===== config.mk =====
export PLATFORM = sky130hd
export DESIGN_NAME = max7219_scheduler
export DESIGN_NICKNAME = d
export VERILOG_FILES = /design/src/rtl/max7219_scheduler.sv
export SDC_FILE = /design/constraint.sdc
export NUM_CORES = 1
export LEC_CHECK = 0
export BUFFER_PORTS_ARGS = -buffer_cell sky130_fd_sc_hd__buf_2
export CAP_MARGIN = 20
export CORE_MARGIN = 3
export CORE_UTILIZATION = 56
export CTS_BUF_LIST = sky130_fd_sc_hd__clkbuf_8
export DETAILED_ROUTE_END_ITERATION = 8
export GPL_TIMING_DRIVEN = 0
export PLACE_DENSITY = 0.86
export SETUP_SLACK_MARGIN = 0.05
export SYNTH_ARGS = -nofsm -noshare
export SYNTH_HDL_FRONTEND = slang
export SYNTH_SLANG_ARGS = --single-unit

===== constraint.sdc =====
create_clock -name clk -period 4.7 [get_ports clk]
set_input_delay 0.94 -clock clk [delete_from_list [all_inputs] [get_ports clk]]
set_output_delay 0.94 -clock clk [all_outputs]
set_load 0.005 [all_outputs]

===== src/rtl/max7219_scheduler.sv =====
// Word-level scheduler for a MAX7219 cascade: power-on init sequence, periodic
// digit sweeps from a raw segment frame, and host writes interleaved at word boundaries.
module max7219_scheduler #(
  parameter int NUM_CASCADES = 1,
  parameter int INTENSITY    = 7,
  parameter int REFRESH_DIV  = 50000
) (
  input  logic                        clk,
  input  logic                        reset_sw,
  input  logic [64*NUM_CASCADES-1:0]  frame,
  input  logic                        frame_dirty,
  input  logic                        host_req,
  input  logic [7:0]                  host_addr,
  input  logic [7:0]                  host_data,
  output logic                        host_ack,
  output logic                        spi_valid,
  input  logic                        spi_ready,
  output logic [7:0]                  spi_addr,
  output logic [8*NUM_CASCADES-1:0]   spi_data,
  input  logic                        spi_done,
  output logic                        init_done,
  output logic                        busy
);

  localparam int TW = (REFRESH_DIV > 1) ? $clog2(REFRESH_DIV) : 1;
  localparam int DW = 8 * NUM_CASCADES;
  localparam logic [TW-1:0] TIMER_LAST = TW'(REFRESH_DIV - 1);

  localparam logic [2:0] S_INIT_ISSUE = 3'd0;
  localparam logic [2:0] S_INIT_WAIT  = 3'd1;
  localparam logic [2:0] S_IDLE       = 3'd2;
  localparam logic [2:0] S_ISSUE      = 3'd3;
  localparam logic [2:0] S_WAIT_DONE  = 3'd4;

  function automatic logic [7:0] init_addr(input logic [2:0] idx);
    case (idx)
      3'd0:    init_addr = 8'h0F;
      3'd1:    init_addr = 8'h0C;
      3'd2:    init_addr = 8'h0B;
      3'd3:    init_addr = 8'h0A;
      3'd4:    init_addr = 8'h09;
      default: init_addr = 8'h00;
    endcase
  endfunction

  function automatic logic [7:0] init_data(input logic [2:0] idx);
    case (idx)
      3'd0:    init_data = 8'h00;
      3'd1:    init_data = 8'h01;
      3'd2:    init_data = 8'h07;
      3'd3:    init_data = 8'(INTENSITY);
      3'd4:    init_data = 8'h00;
      default: init_data = 8'h00;
    endcase
  endfunction

  logic [2:0]    state_q, state_d;
  logic [2:0]    init_idx_q, init_idx_d;
  logic [2:0]    digit_q, digit_d;
  logic          sweep_q, sweep_d;
  logic          pending_q, pending_d;
  logic [TW-1:0] timer_q, timer_d;
  logic          init_done_q, init_done_d;
  logic          host_ack_q, host_ack_d;
  logic          is_host_q, is_host_d;
  logic          valid_q, valid_d;
  logic [7:0]    addr_q, addr_d;
  logic [DW-1:0] data_q, data_d;
  logic          busy_q, busy_d;
  logic          wrap_s;
  logic          pending_clr_s;
  logic [DW-1:0] sweep_word_s;

  // Gather digit digit_q of every cascade into one word.
  always_comb begin
    sweep_word_s = '0;
    for (int c = 0; c < NUM_CASCADES; c++) begin
      sweep_word_s[c*8 +: 8] = frame[(c*8 + int'(digit_q))*8 +: 8];
    end
  end

  // Next-state logic: timer, arbitration and the word handshake.
  always_comb begin
    state_d       = state_q;
    init_idx_d    = init_idx_q;
    digit_d       = digit_q;
    sweep_d       = sweep_q;
    timer_d       = timer_q;
    init_done_d   = init_done_q;
    host_ack_d    = 1'b0;
    is_host_d     = is_host_q;
    valid_d       = valid_q;
    addr_d        = addr_q;
    data_d        = data_q;
    wrap_s        = 1'b0;
    pending_clr_s = 1'b0;

    if (init_done_q) begin
      if (timer_q == TIMER_LAST) begin
        timer_d = '0;
        wrap_s  = 1'b1;
      end else begin
        timer_d = timer_q + TW'(1);
      end
    end else begin
      timer_d = timer_q;
    end

    case (state_q)
      S_INIT_ISSUE: begin
        if (!valid_q) begin
          valid_d   = 1'b1;
          is_host_d = 1'b0;
          addr_d    = init_addr(init_idx_q);
          data_d    = {NUM_CASCADES{init_data(init_idx_q)}};
        end else if (spi_ready) begin
          valid_d = 1'b0;
          state_d = S_INIT_WAIT;
        end else begin
          valid_d = 1'b1;
        end
      end
      S_INIT_WAIT: begin
        if (spi_done) begin
          if (init_idx_q == 3'd4) begin
            init_idx_d  = 3'd0;
            init_done_d = 1'b1;
            state_d     = S_IDLE;
          end else begin
            init_idx_d = init_idx_q + 3'd1;
            state_d    = S_INIT_ISSUE;
          end
        end else begin
          state_d = S_INIT_WAIT;
        end
      end
      S_IDLE: begin
        // Fixed priority: host, then a sweep already under way, then a new sweep.
        if (host_req && init_done_q) begin
          valid_d   = 1'b1;
          is_host_d = 1'b1;
          addr_d    = host_addr;
          data_d    = {NUM_CASCADES{host_data}};
          state_d   = S_ISSUE;
        end else if (sweep_q || pending_q) begin
          valid_d       = 1'b1;
          is_host_d     = 1'b0;
          addr_d        = {5'd0, digit_q} + 8'd1;
          data_d        = sweep_word_s;
          digit_d       = digit_q + 3'd1;
          sweep_d       = (digit_q != 3'd7);
          pending_clr_s = !sweep_q;
          state_d       = S_ISSUE;
        end else begin
          state_d = S_IDLE;
        end
      end
      S_ISSUE: begin
        if (spi_ready) begin
          valid_d    = 1'b0;
          host_ack_d = is_host_q;
          state_d    = S_WAIT_DONE;
        end else begin
          valid_d = 1'b1;
        end
      end
      S_WAIT_DONE: begin
        if (spi_done) begin
          state_d = S_IDLE;
        end else begin
          state_d = S_WAIT_DONE;
        end
      end
      default: begin
        valid_d = 1'b0;
        state_d = S_INIT_ISSUE;
      end
    endcase

    // A set in the same cycle as a sweep start wins, so newer frame data is not lost.
    pending_d = frame_dirty | wrap_s | (pending_q & ~pending_clr_s);
    busy_d    = (state_d != S_IDLE);
  end

  // State and registered outputs.
  always_ff @(posedge clk or posedge reset_sw) begin
    if (reset_sw) begin
      state_q     <= S_INIT_ISSUE;
      init_idx_q  <= 3'd0;
      digit_q     <= 3'd0;
      sweep_q     <= 1'b0;
      pending_q   <= 1'b0;
      timer_q     <= '0;
      init_done_q <= 1'b0;
      host_ack_q  <= 1'b0;
      is_host_q   <= 1'b0;
      valid_q     <= 1'b0;
      addr_q      <= 8'h00;
      data_q      <= '0;
      busy_q      <= 1'b1;
    end else begin
      state_q     <= state_d;
      init_idx_q  <= init_idx_d;
      digit_q     <= digit_d;
      sweep_q     <= sweep_d;
      pending_q   <= pending_d;
      timer_q     <= timer_d;
      init_done_q <= init_done_d;
      host_ack_q  <= host_ack_d;
      is_host_q   <= is_host_d;
      valid_q     <= valid_d;
      addr_q      <= addr_d;
      data_q      <= data_d;
      busy_q      <= busy_d;
    end
  end

  assign host_ack  = host_ack_q;
  assign spi_valid = valid_q;
  assign spi_addr  = addr_q;
  assign spi_data  = data_q;
  assign init_done = init_done_q;
  assign busy      = busy_q;

endmodule


Word-level counts from Yosys, hierarchy flattened

Index checks and enable logic that the tools add are counted.
W data, S select, Z words.

Register bits after elaboration: 48
Word-level logic and storage cells: 87

$add $sub $neg: 4
Eq/ne operators: 13
Shift-type cells: 1
Multiplexer cells: 37
Bitwise operators: 6
Reductions and logical operators: 13

Operators by type and width:

| operator                | number |
|---|---|
| $shiftx A64 B7 Y8       | 1 |
| $mux W8                 | 6 |
| $pmux W8 S2             | 2 |
| $pmux W4 S5             | 1 |
| $mux W3                 | 6 |
| $add A16 B1 Y16 const B | 1 |
| $eq A16 B16 Y1 const B  | 1 |
| $mux W1                 | 16 |
| $mux W16                | 1 |
| $pmux W3 S5             | 1 |
| $eq A3 B2 Y1 const B    | 4 |
| $reduce_and A3 Y1       | 3 |
| $add A3 B1 Y3 const B   | 2 |
| $eq A3 B1 Y1 const B    | 2 |
| $eq A3 B3 Y1 const B    | 2 |
| $logic_not A3 Y1        | 2 |
| $ne A3 B3 Y1 const B    | 2 |
| $pmux W3 S2             | 1 |
| $add A3 B1 Y4 const B   | 1 |
| $pmux W1 S4             | 1 |
| $reduce_and A2 Y1       | 2 |
| $reduce_or A2 Y1        | 2 |
| $ne A3 B2 Y1 const B    | 1 |
| $not A1 Y1              | 3 |
| 9 further kinds         | 10 |

Logic depth before layout (Yosys ltp)

Gate-level depths: netlist (run 1).

Depth after elaboration: 7
Mapped depth: 7
Depth with buffers taken out: 6

Least setup slack after synthesis (run 1)

No wires, ideal clock.

Path kind: in2reg
From: input host_req
To: register addr_q[4], in the netlist spi_addr[4]
Setup time: 121 ps
Arrival: 1946 ps
Data required time: 4579 ps
Slack: 2633 ps
Cell stages on the path: 5
Path buffers: 1
Path through: nand2_1 -> a31oi_1 -> buf_2 -> nand2_1 -> a22o_1

Cells in the longest elaborated chain, start to end: 3

Ends and longest elaborated chain:

| element                                                           | RTL line | source |
|---|---|---|
| from (decl)                                                       | 12       | `input logic host_req,` |
| $logic_and A1 B1 Y1 *                                             | 139      | `if (host_req && init_done_q) begin` |
| $ne A3 B3 Y1 (no line) / $mux W8 (equally long branches)          | -        |  |
| $reduce_and A3 Y1 (no line) / $pmux W8 S2 (equally long branches) | -        |  |
| to (signal assigned)                                              | 212      | `addr_q <= addr_d;` |
| to (decl)                                                         | 67       | `logic [7:0] addr_q, addr_d;` |

Mark *: on every way between the ends. The rest lies on a longest branch, timed or not.
A chain may end at the register's enable or synchronous reset.

Worst setup path after layout (run 1)

From: input host_req
To: register addr_q[6], in the netlist spi_addr[6]

The elaborated chain is that of the path after synthesis.

==> flow_metrics.tcl, run 1 <==
set metrics [dict create \
    yosys.area_share.adder_pct 3.38 \
    ys_warn_count 0 \
    multi_input_area_mm2 0.00164 \
    synthSimpleGateAreaFrac_pct 16.1 \
    drtPass1Iterations 4 \
    synth_seq_area_share_pct 40.6 \
    die_area_mm2 0.00619 \
    synthTopCellsByArea "dfrtp_1 (40%), mux2i_1 (8.8%), mux2_2 (5.7%)" \
    synthToLayoutAreaGrowth_pct 24.6 \
    synth_top_area_share_pct 39.7 \
    final_nets 501 \
    die_x_um 78.7 \
    setup_violations 0 \
    worstSetupPathType "primary input to register" \
    synth_top_family_by_area "compound AO/OA/AOI/OAI gates" \
    netlist_area_mm2 0.00296 \
    synth_compound_area_share_pct 16.5 \
    drt_wl_total_um 7650 \
    clk_path_buf_depth 2 \
    drv_slew 0 \
    synth_fp_nets 388 \
    io_buffers 105 \
    rsz0062_at_grt "no" \
    gr-total-overflow 0 \
    hold_viol_final 0 \
    synthMuxAreaShare_pct 15.3 \
    crit_path_max_incr_delay_ps 330 \
    p_leak_nw 1.80 \
    clock_latency_ps 300 \
    initial_utilization_pct 60.3 \
    cp.arrival_ps 2430 \
    fmax_mhz 445 \
    clk_pin_slew_ps 70 \
    synth_edf_count 0 \
    startpoint_type "primary input" \
    post-cts-setup-buffers 0 \
    fp.dieH_um 78.7 \
    io_pins 106 \
    regArea_mm2 0.00120 \
    globalRouteTotalUtil_pct 25.4 \
    synth_xor_area_share_pct 4.14 \
    fillCellCount 357 \
    fin_crit_sh_pct 47.8 \
    r2r_cells 4 \
    worstPathMaxFanout 10 \
    ant_nets 0 \
    numClockSinks 48 \
    power.density_mw_per_mm2 531 \
    hp-class "register to register" \
    vias 2713 \
    cts-htree-levels 2 \
    ys_types 56 \
    via_per_inst 5.74 \
    dr.first_iter.drc_count 116 \
    finalCoreUtilization_pct 75.1 \
    ys_seq_elements 48 \
    period_needed_ps 2240 \
    finalSetupTns_ps 0 \
    synth_top_cells_by_count "dfrtp_1 (47), mux2i_1 (26), nand2_1 (18), nor2_1 (18), mux2_2 (15)" \
    yosysTopAreaCell "dfrtp_1" \
    setup_slack_ps 2460 \
    grt_pass1_vias 2683 \
    drive_above_1_share_pct 37.2 \
    skew_ps 7.10 \
    hold_buffers 0 \
    cts_tree "yes" \
    maxCapViolCount 0 \
    route.detailed.drc 0 \
    min_path_cells 1 \
    crit_chain "buf_2, nand2_1, a31oi_1, buf_2, nand2_1, a22o_1" \
    async_flop_share_pct 100 \
    grt_pass1_wl_um 12500 \
    core_mm2 0.00491 \
    dpl_worst_slack_ps 2180 \
    postCtsResizedCells 0 \
    clockRootBuffer "clkbuf_8" \
    yosysMostFrequentCell "dfrtp_1" \
    status "complete, no violations" \
    vdd_drop_max_mv 0.403 \
    rows 25 \
    slew_headroom_pct 59.1 \
    netlist_instances 294 \
    cts_made_buffers 5 \
    post_synth.cell_area_avg_um2 10.1 \
    ys.flop_type "dfrtp_1" \
    endpoint_kind "register" \
    gp_congestion 0.811 \
    cp_data_required_time_ps 4880 \
    worstMarginPinSlew_ps 609 \
    n_antenna_cell 0 \
    routedWlPerCell_um 16.2 \
    grt_max_degree 31 \
    dp_hpwl_um 6040 \
    cpMaxStageDelayCell "a22o_1" \
    antenna_found_initial 0 \
]
==> routing by layer <==
layer	track usage, %	up-vias	routed length, um	share of wire (%)
met3	5.56	7	499	6.5
met2	46.6	91	3980	52
met1	30.2	1286	3090	40
met5	0	-	0	0
li1	-	1329	-	-
met4	5.94	0	83	1.1
==> final timing paths <==
| path | from | to | slack (ps) |
|---|---|---|---|
| min in group asynchronous | reset_sw | timer_q[6]$_DFFE_PP0P_ | 620 |
| max in group asynchronous | reset_sw | state_q[1]$_DFF_PP0_ | 3600 |
| hold / removal | is_host_q$_DFFE_PP0P_ | is_host_q$_DFFE_PP0P_ | 470 |
| hold reg to reg | is_host_q$_DFFE_PP0P_ | is_host_q$_DFFE_PP0P_ | 470 |
| setup / recovery | host_req | spi_addr[6]$_DFFE_PP0P_ | 2460 |
| setup reg to reg | timer_q[5]$_DFFE_PP0P_ | timer_q[15]$_DFFE_PP0P_ | 2740 |
==> logic make-up (layout without fill, tap and decap cells) <==
group	count (synthesis)	count (layout)
adder cells (fa/ha/maj)	8	8
buffers and inverters	26	138
AND/OR/NAND/NOR	85	85
XOR/XNOR	14	14
multiplexers	42	42
flip-flops	48	48
AO/OA/AOI/OAI	71	71
==> metrics by stage <==
stage | hold slack (ps) | power (mW) | instance area, um^2 | cells
2_1_floorplan | 428 | 1.38 | 2960 | 294
3_3_place_gp | 450 | 1.64 | 3570 | 466
3_5_place_dp | 460 | 1.68 | 3590 | 467
4_1_cts | 477 | 1.97 | 3690 | 473
5_1_grt | 506 | 2.11 | 3690 | 473
6_report | 472 | 1.96 | 3690 | 473
==> final cells by class <==
type	instances	area share, %
plain buffers	17	2.27
clock buffers	5	1.87
clock inverters	1	0.814
inverters	9	0.916
multi-input cells	220	44.5
flip-flops and latches	48	32.6
well taps	67	2.27
repair buffers	106	14.8
==> flip-flops by register name, indices dropped and copies added, names as in the netlist, 3 cells and up <==
signal and flops:
digit_q 3, init_idx_q 3, spi_addr 8, spi_data 8, state_q 3, timer_q 16
==> critical path: cells and delay by family <==
family	cells	cell delay, ps
buffers and inverters	2	360
AO/OA/AOI/OAI	2	610
AND/OR/NAND/NOR	2	520
==> placed cells by master (no fill, tap or decap), types with 4 or more instances in the layout <==
master,Yosys,routed
a21oi_1,12,12
a22o_1,4,4
a31oi_1,7,7
and3_1,5,5
buf_2,10,115
clkbuf_1,5,5
clkbuf_8,0,5
dfrtp_1,47,47
ha_1,8,8
inv_1,9,8
mux2_2,15,15
mux2i_1,26,26
nand2_1,18,18
nand4_1,8,8
nor2_1,18,18
nor3_1,9,9
o2111ai_1,6,6
o21ai_0,11,11
o22ai_1,9,9
o2bb2ai_1,5,5
xnor2_1,10,10
xor2_1,4,4
==> power by group <==
part	switching [mW]	internal, mW
Sequential	0.0984	0.552
Clock	0.128	0.153
Combinational	0.545	0.480
(Power assumes the default switching activity.)
==> run 2, diff against run 1 <==
--- a/config.mk
+++ b/config.mk
@@ -5,14 +5,15 @@
 export SDC_FILE = /design/constraint.sdc
 export NUM_CORES = 1
 export LEC_CHECK = 0
+export ABC_AREA = 1
 export BUFFER_PORTS_ARGS = -buffer_cell sky130_fd_sc_hd__buf_2
 export CAP_MARGIN = 20
 export CORE_MARGIN = 3
-export CORE_UTILIZATION = 56
+export CORE_UTILIZATION = 54
 export CTS_BUF_LIST = sky130_fd_sc_hd__clkbuf_8
 export DETAILED_ROUTE_END_ITERATION = 8
 export GPL_TIMING_DRIVEN = 0
-export PLACE_DENSITY = 0.86
+export PLACE_DENSITY = 0.81
 export SETUP_SLACK_MARGIN = 0.05
 export SYNTH_ARGS = -nofsm -noshare
 export SYNTH_HDL_FRONTEND = slang
==> constraint.sdc (replaced) <==
create_clock -name clk -period 2.3 [get_ports clk]
set_input_delay 0.46 -clock clk [delete_from_list [all_inputs] [get_ports clk]]
set_output_delay 0.46 -clock clk [all_outputs]
set_load 0.005 [all_outputs]
==> run 2 against run 1 <==
Against the previous run:
- wire length up 21%
- clock-buffer cell count up 1
- setup slack worse by 1700 ps
- combinational power up 97%
- first-iteration DRC count up 74%
- synthesized cell count up 77%
- clock skew down 2.7 ps
- core utilization down 6.1 points
- register-to-register slack worse by 2000 ps
- total power up 90%
- design area up 13%
- sequential power up 82%
- largest power group unchanged
==> flow_metrics.tcl, run 2 <==
set metrics [dict create \
    gp_congestion 0.951 \
    drv_slew 0 \
    final_common_cell "nand2_1" \
    drt_wl_total_um 9280 \
    die_area_mm2 0.00733 \
    globalRouteTotalUtil_pct 26.3 \
    rows 28 \
    ys_seq_elements 48 \
    path_common_cell "nand2_1" \
    cts-htree-levels 2 \
    numClockSinks 48 \
    drive_above_1_share_pct 24.1 \
    vdd_drop_max_mv 0.714 \
    cpMaxStageDelayCell "dfrtp_1" \
    async_flop_share_pct 100 \
    vias 3747 \
    placedCellCount 701 \
    crit_family "simple AND/OR/NAND/NOR gates" \
    synth_edf_count 0 \
    hold_buffers 0 \
    rsz0062_at_grt "no" \
    grt_max_degree 32 \
    crit_path_max_incr_delay_ps 400 \
    mostFrequentLayoutCells "nand2_1 (169), buf_2 (116), nand3_1 (83)" \
    die_x_um 85.6 \
    setup_violations 0 \
    clock_latency_ps 290 \
    antenna_found_initial 0 \
    synth_fp_nets 614 \
    routedWlPerCell_um 13.1 \
    worstSetupPathType "register to register" \
    gr-total-overflow 0 \
    dr.first_iter.drc_count 202 \
    io_buffers 105 \
    worstMarginPinSlew_ps 411 \
    stdcell_count 709 \
    largest-register "timer_q" \
    maxCapViolCount 0 \
    skew_ps 4.38 \
    core_mm2 0.00603 \
    endpoint_kind "register" \
    synth_top_area_share_pct 34.3 \
    ys.flop_type "dfrtp_1" \
    cp_data_required_time_ps 2480 \
    startpoint_type "register" \
    initial_utilization_pct 56.8 \
    fillCellCount 540 \
    ys_types 37 \
    yosysMostFrequentCell "nand2_1" \
    fin_crit_sh_pct 68.6 \
    cts_tree "yes" \
    post-cts-setup-buffers 0 \
    grt_pass1_vias 3648 \
    cp.arrival_ps 1760 \
    clockRootBuffer "clkbuf_8" \
    slew_headroom_pct 72.5 \
    clk_path_buf_depth 2 \
    status "complete, no violations" \
    hold_viol_final 0 \
    post_synth.cell_area_avg_um2 6.59 \
    fp.dieH_um 85.6 \
    crit_chain "nor2_2, nand2_1, nand2_1, o21ai_0, nor3_1, inv_1" \
    power.density_mw_per_mm2 892 \
    finalSetupTns_ps 0 \
    largest_reg_flops 16 \
    final_nets 727 \
    grt_pass1_wl_um 15700 \
    cts_made_buffers 5 \
    synthToLayoutAreaGrowth_pct 21.3 \
    netlist_instances 520 \
    ant_nets 0 \
    n_antenna_cell 0 \
    netlist_area_mm2 0.00342 \
    dp_hpwl_um 7500 \
    hp-class "primary input to asynchronous set/reset pin" \
    finalPower_mw 3.71 \
    via_per_inst 5.28 \
    ys_warn_count 0 \
    cp_num_buf_inv 1 \
    yosysTopAreaCell "dfrtp_1" \
    hold_slack_ps 145 \
    io_pins 106 \
    clk_pin_slew_ps 80 \
    drtPass1Iterations 5 \
    synthTopCellsByArea "dfrtp_1 (34%), nand2_1 (19%), nand3_1 (12%)" \
    fmax_mhz 633 \
    postCtsResizedCells 0 \
    synth_seq_area_share_pct 35.1 \
    worstPathMaxFanout 6 \
    synth_top_cells_by_count "nand2_1 (169), nand3_1 (83), inv_1 (61)" \
    route.detailed.drc 0 \
    p_leak_nw 2.37 \
    period_needed_ps 1580 \
]
[run 2: report_power, final]
group          total (mW)  internal (mW)  switching [mW]
sequential           1.18           1.05           0.125
combinational        2.03          0.778            1.25
clock               0.503          0.237           0.266
[run 2: cell type report]
class,instances,area (um^2),share of cell area (%)
well taps,75,93.8,2.26
multi-input cells,387,1860,44.8
repair buffers,106,546,13.1
plain buffers,16,100,2.41
clock buffers,6,82.6,1.99
clock inverters,2,7.51,0.181
inverters,69,262,6.30
flip-flops and latches,48,1200,28.9
[run 2: stage by stage]
| stage | cell area, um^2 | setup WS (ps) | util (%) |
|---|---|---|---|
| floorplan | 3420 | 697 | - |
| global placement | 4040 | 80.4 | 67.1 |
| detailed placement | 4060 | 675 | 67.4 |
| CTS | 4150 | 741 | 68.9 |
| global route | 4150 | 577 | 68.9 |
| finish | 4150 | 721 | 68.9 |
[run 2: cell families (layout without fill, tap and decap cells)]
family	count (synthesis)	in the layout	share of synthesized area, %
compound gates	32	32	5.41
xor+xnor	5	5	1.28
fa+ha+maj	8	8	2.92
buf+inv	85	199	10.6
flops	48	48	35.1
simple gates	342	342	44.7
[run 2: path summary, 6_finish.rpt]
path | slack, ps | startpoint | cells past startpoint | end
setup / recovery | 720 | pending_q$_DFF_PP0_ | 6 | state_q[0]$_DFF_PP0_
hold / removal | 140 | reset_sw | 2 | init_idx_q[1]$_DFFE_PP0P_
setup reg to reg | 720 | pending_q$_DFF_PP0_ | 6 | state_q[0]$_DFF_PP0_
hold reg to reg | 470 | spi_addr[7]$_DFFE_PP0P_ | 2 | spi_addr[7]$_DFFE_PP0P_
max in group asynchronous | 1650 | reset_sw | 3 | pending_q$_DFF_PP0_
min in group clk | 380 | frame_dirty | 2 | pending_q$_DFF_PP0_
[run 2: worst register-to-register path, stage by stage (launching register included)]
cell	delay (ps)
dfrtp_1	400
nor2_2	220
nand2_1	160
nand2_1	240
o21ai_0	140
nor3_1	250
inv_1	70
[run 2: metal layers]
layer	wire (um)	share of wire (%)	global-route usage, %
met4	135	1.5	7.48
met3	385	4.1	3.94
met2	4870	53	47.5
met1	3890	42	32.6
met5	0	0	0
